**src/rtl/sipo_deserializer_if.sv**
```systemverilog
// Serial bit stream in, assembled word out with valid/ready, plus busy/overrun status.
// master drives the bit stream and ready; slave is the deserializer.
interface sipo_deserializer_if #(
  parameter int WIDTH = 8
);
  logic             d;
  logic             d_en;
  logic             start;
  logic             ready;
  logic [WIDTH-1:0] data_out;
  logic             valid;
  logic             busy;
  logic             overrun;

  modport master (
    output d, d_en, start, ready,
    input  data_out, valid, busy, overrun
  );

  modport slave (
    input  d, d_en, start, ready,
    output data_out, valid, busy, overrun
  );
endinterface

```
**src/rtl/sipo_deserializer.sv**
```systemverilog
// Deserializer: frames of WIDTH bits from a strobed serial stream, word visible the cycle after its last bit.
// One-entry output register; a word completing while the held word is unconsumed is dropped with an overrun pulse.
module sipo_deserializer #(
  parameter int WIDTH     = 8,
  parameter bit MSB_FIRST = 1'b1
) (
  input  logic               clk,
  input  logic               reset,
  sipo_deserializer_if.slave bus
);
  localparam int CW = $clog2(WIDTH + 1);

  typedef enum logic {IDLE, SHIFT} state_t;

  state_t           state;
  logic [WIDTH-1:0] sr;
  logic [WIDTH-1:0] sr_base;
  logic [WIDTH-1:0] shifted_msb;
  logic [WIDTH-1:0] shifted_lsb;
  logic [WIDTH-1:0] shifted;
  logic [WIDTH-1:0] data_q;
  logic [CW-1:0]    cnt;
  logic [CW-1:0]    cnt_base;
  logic             valid_q;
  logic             overrun_q;
  logic             sample;
  logic             complete;

  // start discards any partial frame, so the bit sampled with it is always bit 0
  always_comb begin
    sr_base     = bus.start ? '0 : sr;
    cnt_base    = bus.start ? '0 : cnt;
    shifted_msb = {sr_base[WIDTH-2:0], bus.d};
    shifted_lsb = {bus.d, sr_base[WIDTH-1:1]};
    shifted     = MSB_FIRST ? shifted_msb : shifted_lsb;
    sample      = bus.d_en && (bus.start || (state == SHIFT));
    complete    = sample && (cnt_base == CW'(WIDTH - 1));
  end

  always_ff @(posedge clk) begin
    if (reset) begin
      state     <= IDLE;
      sr        <= '0;
      cnt       <= '0;
      data_q    <= '0;
      valid_q   <= 1'b0;
      overrun_q <= 1'b0;
    end else begin
      overrun_q <= 1'b0;
      if (valid_q && bus.ready) begin
        valid_q <= 1'b0;
      end
      if (bus.start) begin
        state <= SHIFT;
        sr    <= '0;
        cnt   <= '0;
      end
      if (sample) begin
        sr  <= shifted;
        cnt <= cnt_base + CW'(1);
      end
      if (complete) begin
        state <= IDLE;
        cnt   <= '0;
        // a consume on the same edge frees the register for the new word
        if (!valid_q || bus.ready) begin
          data_q  <= shifted;
          valid_q <= 1'b1;
        end else begin
          overrun_q <= 1'b1;
        end
      end
    end
  end

  assign bus.data_out = data_q;
  assign bus.valid    = valid_q;
  assign bus.busy     = (state == SHIFT);
  assign bus.overrun  = overrun_q;
endmodule

```
**src/flat_wrapper.sv**
```systemverilog
// flat-port wrapper written by rule: the top's interface ports become plain ports
module sipo_deserializer_flat 
#(
  parameter int WIDTH     = 8,
  parameter bit MSB_FIRST = 1'b1
)
  (clk, reset, bus_d, bus_d_en, bus_start, bus_ready, bus_data_out, bus_valid, bus_busy, bus_overrun);
  sipo_deserializer_if #(.WIDTH(WIDTH)) bus_i ();
  input  logic clk;
  input  logic reset;
  input wire logic [$bits(bus_i.d)-1:0] bus_d;
  input wire logic [$bits(bus_i.d_en)-1:0] bus_d_en;
  input wire logic [$bits(bus_i.start)-1:0] bus_start;
  input wire logic [$bits(bus_i.ready)-1:0] bus_ready;
  output wire logic [$bits(bus_i.data_out)-1:0] bus_data_out;
  output wire logic [$bits(bus_i.valid)-1:0] bus_valid;
  output wire logic [$bits(bus_i.busy)-1:0] bus_busy;
  output wire logic [$bits(bus_i.overrun)-1:0] bus_overrun;
  assign bus_i.d = bus_d;
  assign bus_i.d_en = bus_d_en;
  assign bus_i.start = bus_start;
  assign bus_i.ready = bus_ready;
  assign bus_data_out = bus_i.data_out;
  assign bus_valid = bus_i.valid;
  assign bus_busy = bus_i.busy;
  assign bus_overrun = bus_i.overrun;
  sipo_deserializer #(.WIDTH(WIDTH), .MSB_FIRST(MSB_FIRST)) u_core (.clk(clk), .reset(reset), .bus(bus_i));
endmodule
```
**config.mk**
```make
export PLATFORM = sky130hd
export DESIGN_NAME = sipo_deserializer_flat
export DESIGN_NICKNAME = d
export VERILOG_FILES = /design/src/rtl/sipo_deserializer_if.sv /design/src/rtl/sipo_deserializer.sv /design/src/flat_wrapper.sv
export SDC_FILE = /design/constraint.sdc
export NUM_CORES = 1
export LEC_CHECK = 0
export ABC_AREA = 1
export BUFFER_PORTS_ARGS = -buffer_cell sky130_fd_sc_hd__buf_2
export CAP_MARGIN = 20
export CORE_MARGIN = 3
export CORE_UTILIZATION = 45
export DETAILED_ROUTE_END_ITERATION = 16
export PLACE_DENSITY = 0.66
export SYNTH_ARGS = -nofsm -noshare
export SYNTH_HDL_FRONTEND = slang
export SYNTH_SLANG_ARGS = --single-unit
```
**constraint.sdc**
```tcl
create_clock -name clk -period 1.9 [get_ports clk]
set_clock_uncertainty 0.2 [all_clocks]
set_input_delay 0.475 -clock clk [delete_from_list [all_inputs] [get_ports clk]]
set_output_delay 0.475 -clock clk [all_outputs]
set_load 0.02 [all_outputs]
```
==> results.ini, run 1 <==
[outcome]
status = complete, no violations

[yosys]
synth_fp_nets = 142
yosysSeqAreaShare_pct = 43.8
synthesis.area_mm2 = 0.00101
ys_types = 18
synth_area_leaders = dfxtp_1 44%, nand2_1 13%, inv_1 8.2%, nor2_1 7.8%, a21oi_1 5.0%
ys_warn_count = 0
avgSynthCellArea_um2 = 7.45
ys_seq_elements = 22
yosys.area.top_type_share_pct = 43.8
synth_top_area_cell = dfxtp_1
synth_cells = 135

[global_route]
grt_overflow = 0
grtUsageTotal_pct = 14.6
grt_max_degree = 14
antenna_found_initial = 0
grt_pass1_vias = 702
grt_pass1_wl_mm = 2.95

[setup_path]
critPathSlowestCell = dfxtp_1
start_kind = flip-flop
end_kind = primary output
critPathTopFamily = flip-flops
crit_chain = buf_2
arrival_ns = 0.94
timing.critical_path.buf_inv = 1
cp_max_fo = 3
critical_path_class = reg2out
worstPathRequired_ns = 1.22
cp_slowest_stage_delay_ns = 0.43

[timing]
period_share_pct = 84.7
max_slew_margin_pct = 75.0
slew_violations = 0
rsz0062_at_grt = no
max_freq_mhz = 621
timing.hold.ws_ns = 0.156
setup_viol = 0
hold_viol_final = 0
finalSetupTns_ns = 0
tightest_slew_ns = 0.375
fin_crit_ns = 1.61

[drt]
vias_per_cell = 4.58
detail_route.wl_per_cell_um = 9.81
drc = 0
drt_first_pass_iters = 4
routed_wl_mm = 1.80
drt_iter0_drc = 7
vias = 839
ant_nets = 0

[power_and_ir_drop]
p_leak_nw = 0.592
ir_worst_vdd_v = 0.000612
switchingPower_w = 0.000194
power_frac_seq_pct = 52.8
powerDensity_mw_per_mm2 = 776
p_int_w = 0.000711
switching_share_pct = 21.5
power_w = 0.000905
power_frac_clock_pct = 39.5
p_comb_share_pct = 7.7

[clock_tree]
holdBufCountCts = 0
post_cts_buffers = 0
cts_tree = yes
clk_latency_ns = 0.31
cts_sinks = 22
cts_resized = 0
clk_pin_slew_worst_paths_ns = 0.13
htree_levels = 1
clock_path_buffers = 2
clockRootBuffer = clkbuf_4
numCtsBuffers = 3

[place]
gp_congestion = 0.867
numPortBuffers = 16
placed_cell_area_mm2 = 0.00111
dp_hpwl_mm = 1.36

[cells_and_area]
design_area_mm2 = 0.00117
final_layout_size_suffix_gt1_share_pct = 20.5
area_delta_synth_final_pct = 15.9
multi_input_area_um2 = 430
utilization_pct = 57.1
ff_latch_area_um2 = 440
nets = 164
nFillCells = 213
antenna_cells_inserted = 0

[floorplan]
die_w_um = 53.3
die_area_mm2 = 0.00284
core_mm2 = 0.00204
initial_utilization_pct = 49.3
fp.dieH_um = 53.3
row_count = 16
num_io_pins = 17

[flow_run]
cap_viol_max_count = 0

[worst_hold_path]
hold_class = in2reg

[cell families (layout without fill, tap and decap cells)]
| logic type | after synthesis | after routing | synth area share (%) |
|---|---|---|---|
| xor gates and xnor gates | 1 | 1 | 0.871 |
| adders and majority gates | 1 | 1 | 1.24 |
| AOI/OAI and AO/OA | 18 | 18 | 9.33 |
| and+or+nand+nor | 66 | 66 | 31.3 |
| buffers and inverters | 27 | 48 | 13.4 |
| DFF | 22 | 22 | 43.8 |
[worst paths after layout]
kind / endpoint / depth (start not counted) / startpoint / slack, ns
setup / recovery: bus_busy / 1 / u_core.bus.busy / 0.29
hold / removal: u_core.sr[0] / 2 / reset / 0.16
setup reg to reg: u_core.bus.data_out[3] / 9 / u_core.cnt[1] / 0.31
hold reg to reg: u_core.sr[6] / 2 / u_core.sr[6] / 0.28
[per-layer routing]
metal,GRT usage [%],vias to the layer above,wire length (um)
met5,0,-,0
met4,7.66,0,36
met3,2.82,4,96
met2,24.3,17,831
met1,17.5,369,830
li1,-,449,-
[cells in the mapped netlist]
cell      count
nand3_4       2
nor2_8        1
dfxtp_1      22
buf_4         1
nand2_1      36
buf_6         2
inv_6         1
ha_1          1
nor3_1        1
a21oi_1      10
inv_1        22
o21ai_0       7
nor2_1       21
clkbuf_8      1
nor2_4        2
xnor2_1       1
nand4_1       3
o21ai_2       1
[cell usage in the layout, fill, tap and decap left out, drive strengths merged]
cell | netlist | final
a21oi | 10 | 10
buf | 3 | 21
bufinv | 0 | 1
clkbuf | 1 | 3
dfxtp | 22 | 22
ha | 1 | 1
inv | 23 | 23
nand2 | 36 | 36
nand3 | 2 | 2
nand4 | 3 | 3
nor2 | 24 | 24
nor3 | 1 | 1
o21ai | 8 | 8
xnor2 | 1 | 1
[per-stage QoR]
stage,setup slack [ns],std cells
global route,0.0748,183
finish,0.290,183
CTS,0.278,183
global placement,0.0477,179
floorplan,0.0711,135
detailed placement,0.0190,179
[state kept, by name, indices dropped and copies added (netlist names)]
| register | count |
|---|---|
| u_core.bus.data_out | 8 |
| u_core.bus.busy | 1 |
| u_core.bus.valid | 1 |
| u_core.cnt | 4 |
| u_core.sr | 7 |
| u_core.bus.overrun | 1 |
[power groups by stage]
stage,clock network [W],logic (W),registers [W]
2_1_floorplan,0,0.0000495,0.000489
3_3_place_gp,0,0.0000682,0.000488
3_5_place_dp,0,0.0000692,0.000488
4_1_cts,0.000365,0.0000696,0.000478
5_1_grt,0.000387,0.0000777,0.000479
6_report,0.000358,0.0000694,0.000478
[layout make-up]
class,count,share of cell area (%)
flip-flops and latches,22,37.8
repair buffers,21,10.1
clock inverters,1,2.58
inverters,23,7.83
well taps,27,2.90
clock buffers,3,1.93
multi-input cells,86,36.9
No activity file was read; power rests on OpenSTA's default activity.
==> run 2, diff against run 1 <==
clock period = 1.56 ns   (was 1.9 ns; I/O delays follow)
==> results.ini, run 2 (same netlist as run 1, synthesis figures left out) <==
[clock_tree]
htree_levels = 1  ; unchanged
clockRootBuffer = clkbuf_4
cts_sinks = 22  ; unchanged
clk_pin_slew_worst_paths_ns = 0.11  ; -0.02 ns
numCtsBuffers = 3  ; unchanged
clock_path_buffers = 2  ; unchanged
clk_latency_ns = 0.29  ; -0.02 ns
holdBufCountCts = 0  ; unchanged
cts_tree = yes

[setup_path]
crit_chain = inv_2 -> nor2_4 -> ha_4 -> inv_4 -> nor2_8 -> nand2_1 -> nand2_1 -> nor2_1
timing.critical_path.buf_inv = 2  ; +1
r2r_slack_ns = 0.10  ; -0.21 ns
r2r_end = u_core.cnt[2]
end_kind = flip-flop
critPathTopFamily = simple AND/OR/NAND/NOR gates
worstPathRequired_ns = 1.55  ; +0.33 ns
start_kind = flip-flop
cp_slowest_stage_delay_ns = 0.35  ; -0.08 ns
critical_path_class = reg2reg
path_common_cell = nand2_1
r2r-start = u_core.cnt[1]
arrival_ns = 1.44  ; +0.50 ns
cp_max_fo = 6  ; +3
critPathSlowestCell = dfxtp_2
reg2regPathDepth = 8  ; -1

[worst_hold_path]
hold_path.startpoint = reset
hold_class = in2reg
worstHoldEndpoint = u_core.sr[0]
min_path_cells = 2  ; unchanged

[power_and_ir_drop]
powerDensity_mw_per_mm2 = 743  ; -4.2%
p_int_w = 0.000707  ; -0.56%
power_frac_seq_pct = 62.8  ; +10 points
ir_worst_vdd_v = 0.000442  ; -28%
power_w = 0.000928  ; +2.6%
switching_share_pct = 23.9  ; +2.4 points
p_leak_nw = 0.616  ; +4.0%
switchingPower_w = 0.000222  ; +14%
p_comb_share_pct = 11.0  ; +3.3 points
power_frac_clock_pct = 26.2  ; -13 points

[timing]
max_slew_margin_pct = 76.1  ; +1.2 points
max_freq_mhz = 687
setup_viol = 0  ; unchanged
hold_viol_final = 0  ; unchanged
slew_violations = 0  ; unchanged
rsz0062_at_grt = yes
period_share_pct = 93.3
fin_crit_ns = 1.46
tightest_slew_ns = 0.357  ; -0.0183 ns

[global_route]
grt_pass1_wl_mm = 3.10  ; +4.9%
grt_max_degree = 14  ; unchanged
grtUsageTotal_pct = 15.1  ; +0.52 points
grt_overflow = 0  ; unchanged
antenna_found_initial = 0  ; unchanged
grt_pass1_vias = 755  ; +7.5%

[cells_and_area]
design_area_mm2 = 0.00125  ; +7.1%
largest_register_ffs = 8  ; unchanged
layout_commonest_cell = nand2_1
nets = 172  ; +4.9%
final_layout_size_suffix_gt1_share_pct = 30.7  ; +10 points
nFillCells = 201  ; -5.6%
final_cell_mix = 32 x nand2_1, 20 x nor2_1, 20 x dfxtp_1
fin_cells = 190  ; +3.8%
antenna_cells_inserted = 0  ; unchanged
area_delta_synth_final_pct = 24.1

[floorplan]
die_area_mm2 = 0.00284  ; unchanged
initial_utilization_pct = 49.3  ; unchanged
num_io_pins = 17  ; unchanged
core_mm2 = 0.00204  ; unchanged
fp.dieH_um = 53.3  ; unchanged
row_count = 16  ; unchanged
die_w_um = 53.3  ; unchanged

[outcome]
status = complete, no violations

[drt]
drc = 0  ; unchanged
routed_wl_mm = 1.87  ; +4.2%
drt_first_pass_iters = 4  ; unchanged
vias = 857  ; +2.1%
vias_per_cell = 4.51  ; -1.6%
ant_nets = 0  ; unchanged
detail_route.wl_per_cell_um = 9.85  ; +0.39%
drt_iter0_drc = 7  ; unchanged

[place]
dp_hpwl_mm = 1.43  ; +5.3%
placed_cells = 185  ; +3.4%
gp_congestion = 0.865  ; -0.25%
placed_cell_area_mm2 = 0.00119  ; +6.7%
numPortBuffers = 16  ; unchanged

[flow_run]
cap_viol_max_count = 0  ; unchanged

## run 2: changes by cell type in the layout (fill, tap and decap cells not counted), sizes merged
cell / delta
nand3: +1
buf: +7
bufinv: -1
## run 2: worst reg2reg max path: stages, from the launching register on
cell	delay [ns]
dfxtp_2	0.35
inv_2	0.04
nor2_4	0.10
ha_4	0.16
inv_4	0.04
nor2_8	0.13
nand2_1	0.09
nand2_1	0.18
nor2_1	0.07
## run 2: worst max-delay path by stage
stage / startpoint / cells after the start / to
final: u_core.cnt[1] / 8 / u_core.cnt[2]
after global routing: u_core.cnt[1] / 9 / u_core.bus.data_out[6]
after CTS: u_core.bus.busy / 1 / bus_busy
after detailed placement: bus_start / 11 / u_core.bus.data_out[6]
after global placement: bus_start / 10 / u_core.bus.data_out[4]
after floorplan: bus_start / 11 / u_core.bus.data_out[1]
## run 2: metal layers
metal / routed length [um] / share of wire [%] / track usage (%) / up-vias
met3: 81 / 4.3 / 3.38 / 2
li1: - / - / - / 469
met4: 20 / 1.1 / 6.38 / 0
met5: 0 / 0 / 0 / -
met1: 928 / 50 / 18.5 / 372
met2: 840 / 45 / 25.1 / 14
## run 2: area by class of cell
type | count | area, um2 | area share, %
clock buffers | 3 | 22.5 | 1.80
inverters | 23 | 96.3 | 7.72
multi-input cells | 87 | 483 | 38.7
flip-flops and latches | 22 | 443 | 35.5
well taps | 27 | 33.8 | 2.71
repair buffers | 28 | 170 | 13.6
## run 2: power by group through the flow
stage               Clock, W  Combinational (W)  Sequential [W]
detailed placement         0           0.000100        0.000595
global placement           0          0.0000993        0.000595
finish              0.000243           0.000102        0.000583
global route        0.000275           0.000113        0.000584
CTS                 0.000254           0.000101        0.000583
floorplan                  0          0.0000658        0.000597
## run 2: timing repair
action                     in CTS  in global routing
setup endpoints to repair       0                 13
hold endpoints to repair        0                  0
buffers inserted                0                  1
resized for setup               0                  8
## run 2: per-stage QoR
| stage | util [%] | hold WS, ns | TNS [ns] | setup slack (ns) |
|---|---|---|---|---|
| 2_1_floorplan | - | 0.248 | -0.282 | -0.0565 |
| 3_3_place_gp | 58.2 | 0.264 | -1.53 | -0.123 |
| 3_5_place_dp | 58.2 | 0.269 | -2.01 | -0.174 |
| 4_1_cts | 59.3 | 0.0838 | 0 | 0.0423 |
| 5_1_grt | 61.2 | 0.0849 | -0.0415 | -0.0270 |
| 6_report | 61.2 | 0.0998 | 0 | 0.104 |
